===== src/rtl/control_fsm.sv =====
`default_nettype none
// ============================================================================
// Module   : control_fsm
// Brief    : Registered multi-cycle control unit for the 16-bit RISC core.
//            Decodes the 8-bit instruction into datapath, PC and memory
//            controls, with post-branch bubbles, LD/ST RAM handshake and a
//            HALT state entered on EOE.
// Revision : 1.0 - initial release
// ============================================================================
module control_fsm #(
  parameter int unsigned BUBBLES = 1,    // bubble cycles after a control transfer (1..15)
  parameter bit          MEM_HS  = 1'b1  // 1: LD/ST wait for mem_ready
) (
  input  logic       clk,
  input  logic       rst,
  input  logic [7:0] instr_i,
  input  logic       Z_i,
  input  logic       mem_ready_i,
  input  logic       resume_i,
  output logic [3:0] FS_o,
  output logic [1:0] PS_o,
  output logic [1:0] MB_o,
  output logic       MW_o,
  output logic       RW_o,
  output logic       MD_o,
  output logic       ROM_enable_o,
  output logic       ASEL_o,
  output logic       ram_rd_o,
  output logic       halted_o,
  output logic [1:0] fsm_state_o
);

  // State encoding matches the fsm_state output directly.
  localparam logic [1:0] ST_EXEC    = 2'b00;
  localparam logic [1:0] ST_BUBBLE  = 2'b01;
  localparam logic [1:0] ST_MEMWAIT = 2'b10;
  localparam logic [1:0] ST_HALT    = 2'b11;

  // PC select codes.
  localparam logic [1:0] PS_HOLD = 2'b00;
  localparam logic [1:0] PS_INC  = 2'b01;
  localparam logic [1:0] PS_TGT  = 2'b10;
  localparam logic [1:0] PS_REG  = 2'b11;

  // B-mux codes.
  localparam logic [1:0] MB_REG = 2'b00;
  localparam logic [1:0] MB_IMM = 2'b01;
  localparam logic [1:0] MB_RET = 2'b10;

  localparam logic [3:0] OP_LDI = 4'h8;
  localparam logic [3:0] OP_LD  = 4'h9;
  localparam logic [3:0] OP_ST  = 4'hA;
  localparam logic [3:0] OP_BZ  = 4'hB;
  localparam logic [3:0] OP_BNZ = 4'hC;
  localparam logic [3:0] OP_JAL = 4'hD;
  localparam logic [3:0] OP_J   = 4'hE;
  localparam logic [3:0] OP_SYS = 4'hF;

  // The counter reloads with BUBBLES-1 so that the cycle where it reads 0 is
  // the last bubble.
  localparam logic [3:0] BCNT_LOAD = 4'(BUBBLES - 1);

  logic [1:0] state_q, state_d;
  logic [3:0] bcnt_q,  bcnt_d;

  logic [3:0] opcode;
  logic [3:0] field;
  logic       mem_done;

  assign opcode   = instr_i[7:4];
  assign field    = instr_i[3:0];
  // Without the handshake every LD/ST finishes in its issue cycle.
  assign mem_done = (MEM_HS == 1'b0) || mem_ready_i;

  assign FS_o        = opcode;
  assign fsm_state_o = state_q;

  // Mealy decode of outputs and next state; reset forces every control to 0.
  always_comb begin
    state_d      = state_q;
    bcnt_d       = bcnt_q;
    PS_o         = PS_HOLD;
    MB_o         = MB_REG;
    MW_o         = 1'b0;
    RW_o         = 1'b0;
    MD_o         = 1'b0;
    ROM_enable_o = 1'b0;
    ASEL_o       = 1'b0;
    ram_rd_o     = 1'b0;
    halted_o     = 1'b0;

    case (state_q)
      ST_EXEC: begin
        if (opcode < OP_LDI) begin
          RW_o         = 1'b1;
          PS_o         = PS_INC;
          ROM_enable_o = 1'b1;
        end else begin
          case (opcode)
            OP_LDI: begin
              RW_o         = 1'b1;
              PS_o         = PS_INC;
              MB_o         = MB_IMM;
              ROM_enable_o = 1'b1;
            end
            OP_LD: begin
              ram_rd_o = 1'b1;
              MD_o     = 1'b1;
              if (mem_done) begin
                RW_o         = 1'b1;
                PS_o         = PS_INC;
                ROM_enable_o = 1'b1;
              end else begin
                state_d = ST_MEMWAIT;
              end
            end
            OP_ST: begin
              MW_o = 1'b1;
              if (mem_done) begin
                PS_o         = PS_INC;
                ROM_enable_o = 1'b1;
              end else begin
                state_d = ST_MEMWAIT;
              end
            end
            OP_BZ: begin
              ASEL_o  = 1'b1;
              PS_o    = Z_i ? PS_TGT : PS_HOLD;
              state_d = ST_BUBBLE;
              bcnt_d  = BCNT_LOAD;
            end
            OP_BNZ: begin
              ASEL_o  = 1'b1;
              PS_o    = Z_i ? PS_HOLD : PS_TGT;
              state_d = ST_BUBBLE;
              bcnt_d  = BCNT_LOAD;
            end
            OP_JAL: begin
              RW_o    = 1'b1;
              MB_o    = MB_RET;
              PS_o    = PS_TGT;
              state_d = ST_BUBBLE;
              bcnt_d  = BCNT_LOAD;
            end
            OP_J: begin
              PS_o    = PS_TGT;
              state_d = ST_BUBBLE;
              bcnt_d  = BCNT_LOAD;
            end
            OP_SYS: begin
              if (field == 4'h0) begin
                // JR
                PS_o    = PS_REG;
                state_d = ST_BUBBLE;
                bcnt_d  = BCNT_LOAD;
              end else begin
                // EOE
                ram_rd_o = 1'b1;
                state_d  = ST_HALT;
              end
            end
            default: begin
            end
          endcase
        end
      end

      ST_MEMWAIT: begin
        // The instruction is held by PS=00, so the opcode still tells LD from ST.
        if (opcode == OP_LD) begin
          ram_rd_o = 1'b1;
          MD_o     = 1'b1;
          RW_o     = mem_ready_i;
        end else begin
          MW_o = 1'b1;
        end
        if (mem_ready_i) begin
          PS_o         = PS_INC;
          ROM_enable_o = 1'b1;
          state_d      = ST_EXEC;
        end
      end

      ST_BUBBLE: begin
        ROM_enable_o = 1'b1;
        if (bcnt_q == 4'd0) begin
          PS_o    = PS_INC;
          state_d = ST_EXEC;
        end else begin
          bcnt_d = bcnt_q - 4'd1;
        end
      end

      ST_HALT: begin
        halted_o = 1'b1;
        if (resume_i) begin
          PS_o         = PS_INC;
          ROM_enable_o = 1'b1;
          state_d      = ST_EXEC;
        end
      end

      default: begin
        state_d = ST_EXEC;
      end
    endcase

    if (rst) begin
      PS_o         = PS_HOLD;
      MB_o         = MB_REG;
      MW_o         = 1'b0;
      RW_o         = 1'b0;
      MD_o         = 1'b0;
      ROM_enable_o = 1'b0;
      ASEL_o       = 1'b0;
      ram_rd_o     = 1'b0;
      halted_o     = 1'b0;
    end
  end

  // State and bubble counter registers with asynchronous reset.
  always_ff @(posedge clk or posedge rst) begin
    if (rst) begin
      state_q <= ST_EXEC;
      bcnt_q  <= 4'd0;
    end else begin
      state_q <= state_d;
      bcnt_q  <= bcnt_d;
    end
  end

endmodule
`default_nettype wire


===== config.mk =====
export PLATFORM = sky130hd
export DESIGN_NAME = control_fsm
export DESIGN_NICKNAME = d
export VERILOG_FILES = /design/src/rtl/control_fsm.sv
export SDC_FILE = /design/constraint.sdc
export NUM_CORES = 1
export LEC_CHECK = 0
export BUFFER_PORTS_ARGS = -buffer_cell sky130_fd_sc_hd__buf_2
export CAP_MARGIN = 20
export CORE_MARGIN = 4
export CORE_UTILIZATION = 45
export DETAILED_ROUTE_END_ITERATION = 8
export GPL_TIMING_DRIVEN = 0
export PLACE_DENSITY = 0.78
export SETUP_SLACK_MARGIN = 0.5
export SLEW_MARGIN = 10
export SYNTH_ARGS = -nofsm -noshare
export SYNTH_HDL_FRONTEND = slang
export SYNTH_SLANG_ARGS = --single-unit
export TNS_END_PERCENT = 5

===== constraint.sdc =====
create_clock -name clk -period 1.5 [get_ports clk]
set_input_delay 0.15 -clock clk [delete_from_list [all_inputs] [get_ports clk]]
set_output_delay 0.15 -clock clk [all_outputs]
set_load 0.05 [all_outputs]

## Word-level counts from Yosys, hierarchy flattened

Cells that the tools add are included.

| storage, ports and cells | value |
|---|---|
| input bits | 13 |
| output and inout bits | 17 |
| register bits | 6 |

| cells by class | value |
|---|---|
| $add $sub $neg | 1 |
| reduce and logical (&&, ||, !) cells | 11 |
| magnitude comparators | 1 |
| eq/ne operators | 20 |
| muxes and demuxes | 58 |

Operators with widths:

| kind | number |
|---|---|
| $eq A4 B4 Y1 const B | 8 |
| $mux W2 | 14 |
| $mux W1 | 26 |
| $pmux W2 S4 | 2 |
| $pmux W4 S2 | 2 |
| $pmux W1 S2 | 7 |
| $mux W4 | 3 |
| $pmux W2 S6 | 1 |
| $ne A2 B2 Y1 const B | 5 |
| $logic_not A4 Y1 | 2 |
| $reduce_or A2 Y1 | 4 |
| $ne A3 B3 Y1 const B | 2 |
| $pmux W2 S3 | 1 |
| $reduce_and A6 Y1 | 1 |
| $reduce_and A5 Y1 | 1 |
| $eq A2 B2 Y1 const B | 2 |
| $lt A4 B4 Y1 const B | 1 |
| $ne A4 B3 Y1 const B | 1 |
| $pmux W1 S4 | 1 |
| $pmux W2 S2 | 1 |
| $reduce_or A4 Y1 | 1 |
| $sub A4 B1 Y4 const B | 1 |
| $ne A3 B2 Y1 const B | 1 |
| $eq A2 B1 Y1 const B | 1 |
| 2 further kinds | 2 |

## Depth between registers and ports, before layout

| depth | value |
|---|---|
| word-level depth | 6 |
| depth in mapped cells | 5 |

## Worst setup path before layout

No wires, ideal clock.

| timing path | value |
|---|---|
| path type | reg2out |
| start | register state_q[1], in the netlist fsm_state_o[1] |
| end | output port MW_o |
| path buffers | 0 |
| slack | -1.380 ns |
| stages on the path, launching flop included | 3 |
| arrival | 2.730 ns |
| data required time | 1.350 ns |
| cell sequence | dfrtp_1 -> o21ai_0 -> a2111oi_1 |

| between the ends | value |
|---|---|
| cells in the longest elaborated chain, start to end | 3 |

Ends and longest elaborated chain:

| element | RTL line | source |
|---|---|---|
| start: declaration | 63 | `logic [1:0] state_q, state_d;` |
| start signal: assignment | 227 | `state_q <= state_d;` |
| $eq A2 B2 Y1 / $logic_not A2 Y1 (equally long branches) | 92 | `case (state_q)` |
| $pmux W1 S2 (*) | 92 |  |
| $mux W1 (*) | 208 | `if (rst) begin` |
| end: declaration | 23 | `output logic MW_o,` |

Every way passes the cells marked *; elsewhere a longest branch is shown, timed or not.

## Worst setup path in the final report

| timing path | value |
|---|---|
| start | register state_q[0], in the netlist fsm_state_o[0] |
| end | output port PS_o[0] |

| between the ends | value |
|---|---|
| cells in the longest elaborated chain, start to end | 3 |

Ends and longest elaborated chain:

| element | RTL line | source |
|---|---|---|
| $eq A2 B2 Y1 (tied with other cells) | 92 |  |
| $pmux W2 S4 (*) | 92 |  |
| $mux W2 (*) | 208 |  |
| end: declaration | 21 | `output logic [1:0] PS_o,` |

Marks and branches as above.

==> run metrics <==
leakage=between 0.0004 and 0.0005 uW; failing checks=negative setup slack; CTS tree=yes; CORE AREA=1320 um2; routed len/inst=roughly 15 um; number of port buffers=27; Met2 Wirelength=roughly 990 um; Cells after Synth=80; FMAX=around 0.58 GHz; Max Cap Violations=0; Root Buffer=clkbuf_4; DPL Wire Length=approximately 1300 um; Post-Syn Area per Cell=approximately 8 um2; Fill cells=84; combinational cell fraction of total power=a little over two thirds; final core utilization=81.9%; Seq cells post-synth=6; DR WL met3=roughly 170 um; overall routing resource usage=roughly a fifth; Final Skew=between 0.001 and 0.0015 ns; Top FF cell, synth=dfrtp_1; Final Critical Period=approximately 1.7 ns; CTS clk-pin slew, worst paths=roughly 0.04 ns; Die Area=around 2100 um2; wl on met1=between 700 and 800 um; RSZ-0062 raised after global routing=yes; initial antenna violation count=0; Seq/Total Area, Yosys=about a quarter; H-tree levels=1; total negative slack=-0.871 ns; pwr dens=about 1400 nW/um2; crit path max fanout=8; Multi-input gate area=562 um2; sw frac=between 50% and 60%; sequential cell area=about 150 um2; synth-to-layout area growth=67.7%; Psw=768 uW; part of the cycle the worst path needs=114%; vias in the first global route=slightly below 700; initial core utilization=between 40% and 50%; CTS max path bufs=2; Post-Syn Nets=95; total CTS buffers=3; FP Rows=13; Die X=~46 um; fin nets=between 100 and 150; Max VDD drop=roughly 1.2 mV; Setup crit start kind=register; Via density=5.60; first-pass GRT wire length=3020 um; Pint=approximately 750 uW; RePlAce Congestion=approximately 0.81; Critical Path Sink Type=primary output; TritonCTS Sinks=6; I/O pins=30; required time of the critical path=1.35 ns; fin worst setup slack=-0.214 ns; DR vias=~720; Syn. warnings=0; Pre-antenna DRT Iters=4; DR top layer=met4; die outline height=between 40 and 50 um; max-slew violation count=0; DRT antenna net count=0; Min-Delay Path Class=input port to register; Cell variety after synth=35; outcome=finished, violations left; Seq pwr share=about a fifth; Clock Power Share=9.5%; asr flop ratio synth=between 90% and 100%; number of remaining DRC errors=0; number of flops mapped to enable cells by yosys=0; arrival time at the worst endpoint=~1.6 ns; layout cell share with drive strength beyond 1=approximately three fifths; global route overflow=0; DRT iter0 DRCs=15; Tightest Pin Transition=roughly 0.42 ns; Final Hold Fails=0; pin count of the biggest net entering global routing=11; # diodes=0; Clk Latency, worst-skew pair=approximately 0.24 ns; Setup Viol. Count Final=10; Slew headroom=between 70% and 80%; Routed WL=~1900 um; Crit Path Category=register to primary output; Cell Area, Synth=~640 um2
[worst paths after layout]
kind                                 from             end  slack (ns)  depth (start not counted)
hold / removal                 instr_i[7]  fsm_state_o[1]        0.32                          3
min in group asynchronous             rst       bcnt_q[2]        0.52                          3
setup / recovery           fsm_state_o[0]         PS_o[0]       -0.21                          5
max in group asynchronous             rst  fsm_state_o[1]        0.75                          3
hold reg to reg                 bcnt_q[3]       bcnt_q[3]        0.57                          2
setup reg to reg           fsm_state_o[0]       bcnt_q[1]       -0.02                          5
[worst max-delay path, stage by stage, from the launching register on]
cell       delay, ns
dfrtp_2         0.40
buf_6           0.16
mux2i_1         0.14
and2_4          0.20
a2111oi_4       0.21
buf_6           0.21
[cells in the final DEF (no fill, tap or decap), types with 3 or more instances in the layout]
master,n
a21o_1,3
a21oi_1,8
buf_2,19
buf_4,8
buf_6,11
clkbuf_4,3
dfrtp_1,4
inv_2,3
nand2_1,4
nor2_1,4
nor3_4,3
nor4_4,3
[cell families (layout without fill, tap and decap cells)]
group                    count (synthesis)  in the layout  synth area share [%]
flip-flops                               6              6                  23.3
AO/OA/AOI/OAI                           25             25                  26.3
AND/OR/NAND/NOR                         29             29                  28.4
XOR/XNOR                                 1              1                  1.36
multiplexers                             3              3                  4.86
buffers and inverters                   14             48                  11.9
adder cells (fa/ha/maj)                  2              2                  3.89
[cell type report]
type,instances,area share [%]
multi-input combinational,60,52.1
timing repair buffer,31,22.3
tap,15,1.74
buffer,9,5.92
sequential,6,14.2
inverter,5,1.74
clock buffer,3,2.09
[stage by stage]
| step | hold slack [ns] | total power (uW) | setup slack, ns | area [um2] | std cells |
|---|---|---|---|---|---|
| global route | 0.326 | 1640 | -0.313 | 1080 | 129 |
| floorplan | -0.0536 | 989 | -0.401 | 744 | 80 |
| detailed placement | 0.192 | 1150 | -0.231 | 898 | 122 |
| global placement | 0.186 | 1130 | -0.249 | 898 | 122 |
| CTS | 0.302 | 1470 | -0.187 | 1050 | 129 |
| finish | 0.316 | 1520 | -0.214 | 1080 | 129 |
[power by group through the flow]
stage | Clock, uW | Combinational [uW] | Sequential (uW)
final | 145 | 1060 | 320
after global routing | 172 | 1130 | 333
after CTS | 155 | 1010 | 309
after detailed placement | 0 | 842 | 309
after global placement | 0 | 825 | 308
after floorplan | 0 | 621 | 367
[layer usage]
layer  vias up  track usage, %
li1        355               -
met1       331            23.7
met2        33            35.4
met3         4            4.74
met4         0            6.82
met5         -               0
[registers in the layout (all words and copies together) (netlist names)]
name         count
bcnt_q           4
fsm_state_o      2
[synthesized netlist by cell type, types with 2 or more instances]
master | n | area share [%]
nor3_1 | 3 | 2.3
nand2_1 | 6 | 3.5
ha_1 | 2 | 3.9
buf_4 | 5 | 5.8
nand2b_1 | 3 | 2.9
dfrtp_1 | 6 | 23
a21oi_1 | 9 | 7.0
nor2_1 | 5 | 2.9
buf_2 | 4 | 3.1
a21o_1 | 3 | 3.5
mux2i_1 | 2 | 3.1
o21a_1 | 3 | 3.5
nand4_1 | 2 | 1.9
o21ai_0 | 3 | 2.3
inv_1 | 4 | 2.3
[timing repair]
item / 4_1_cts / 5_1_grt
pin swaps: 9 / 1
hold buffers: 1 / 0
hold endpoints to repair: 6 / 0
setup endpoints to repair: 19 / 19
buffers inserted: 3 / 0
resized for setup: 32 / 7
Note: power is estimated with default switching activity, not from simulation.
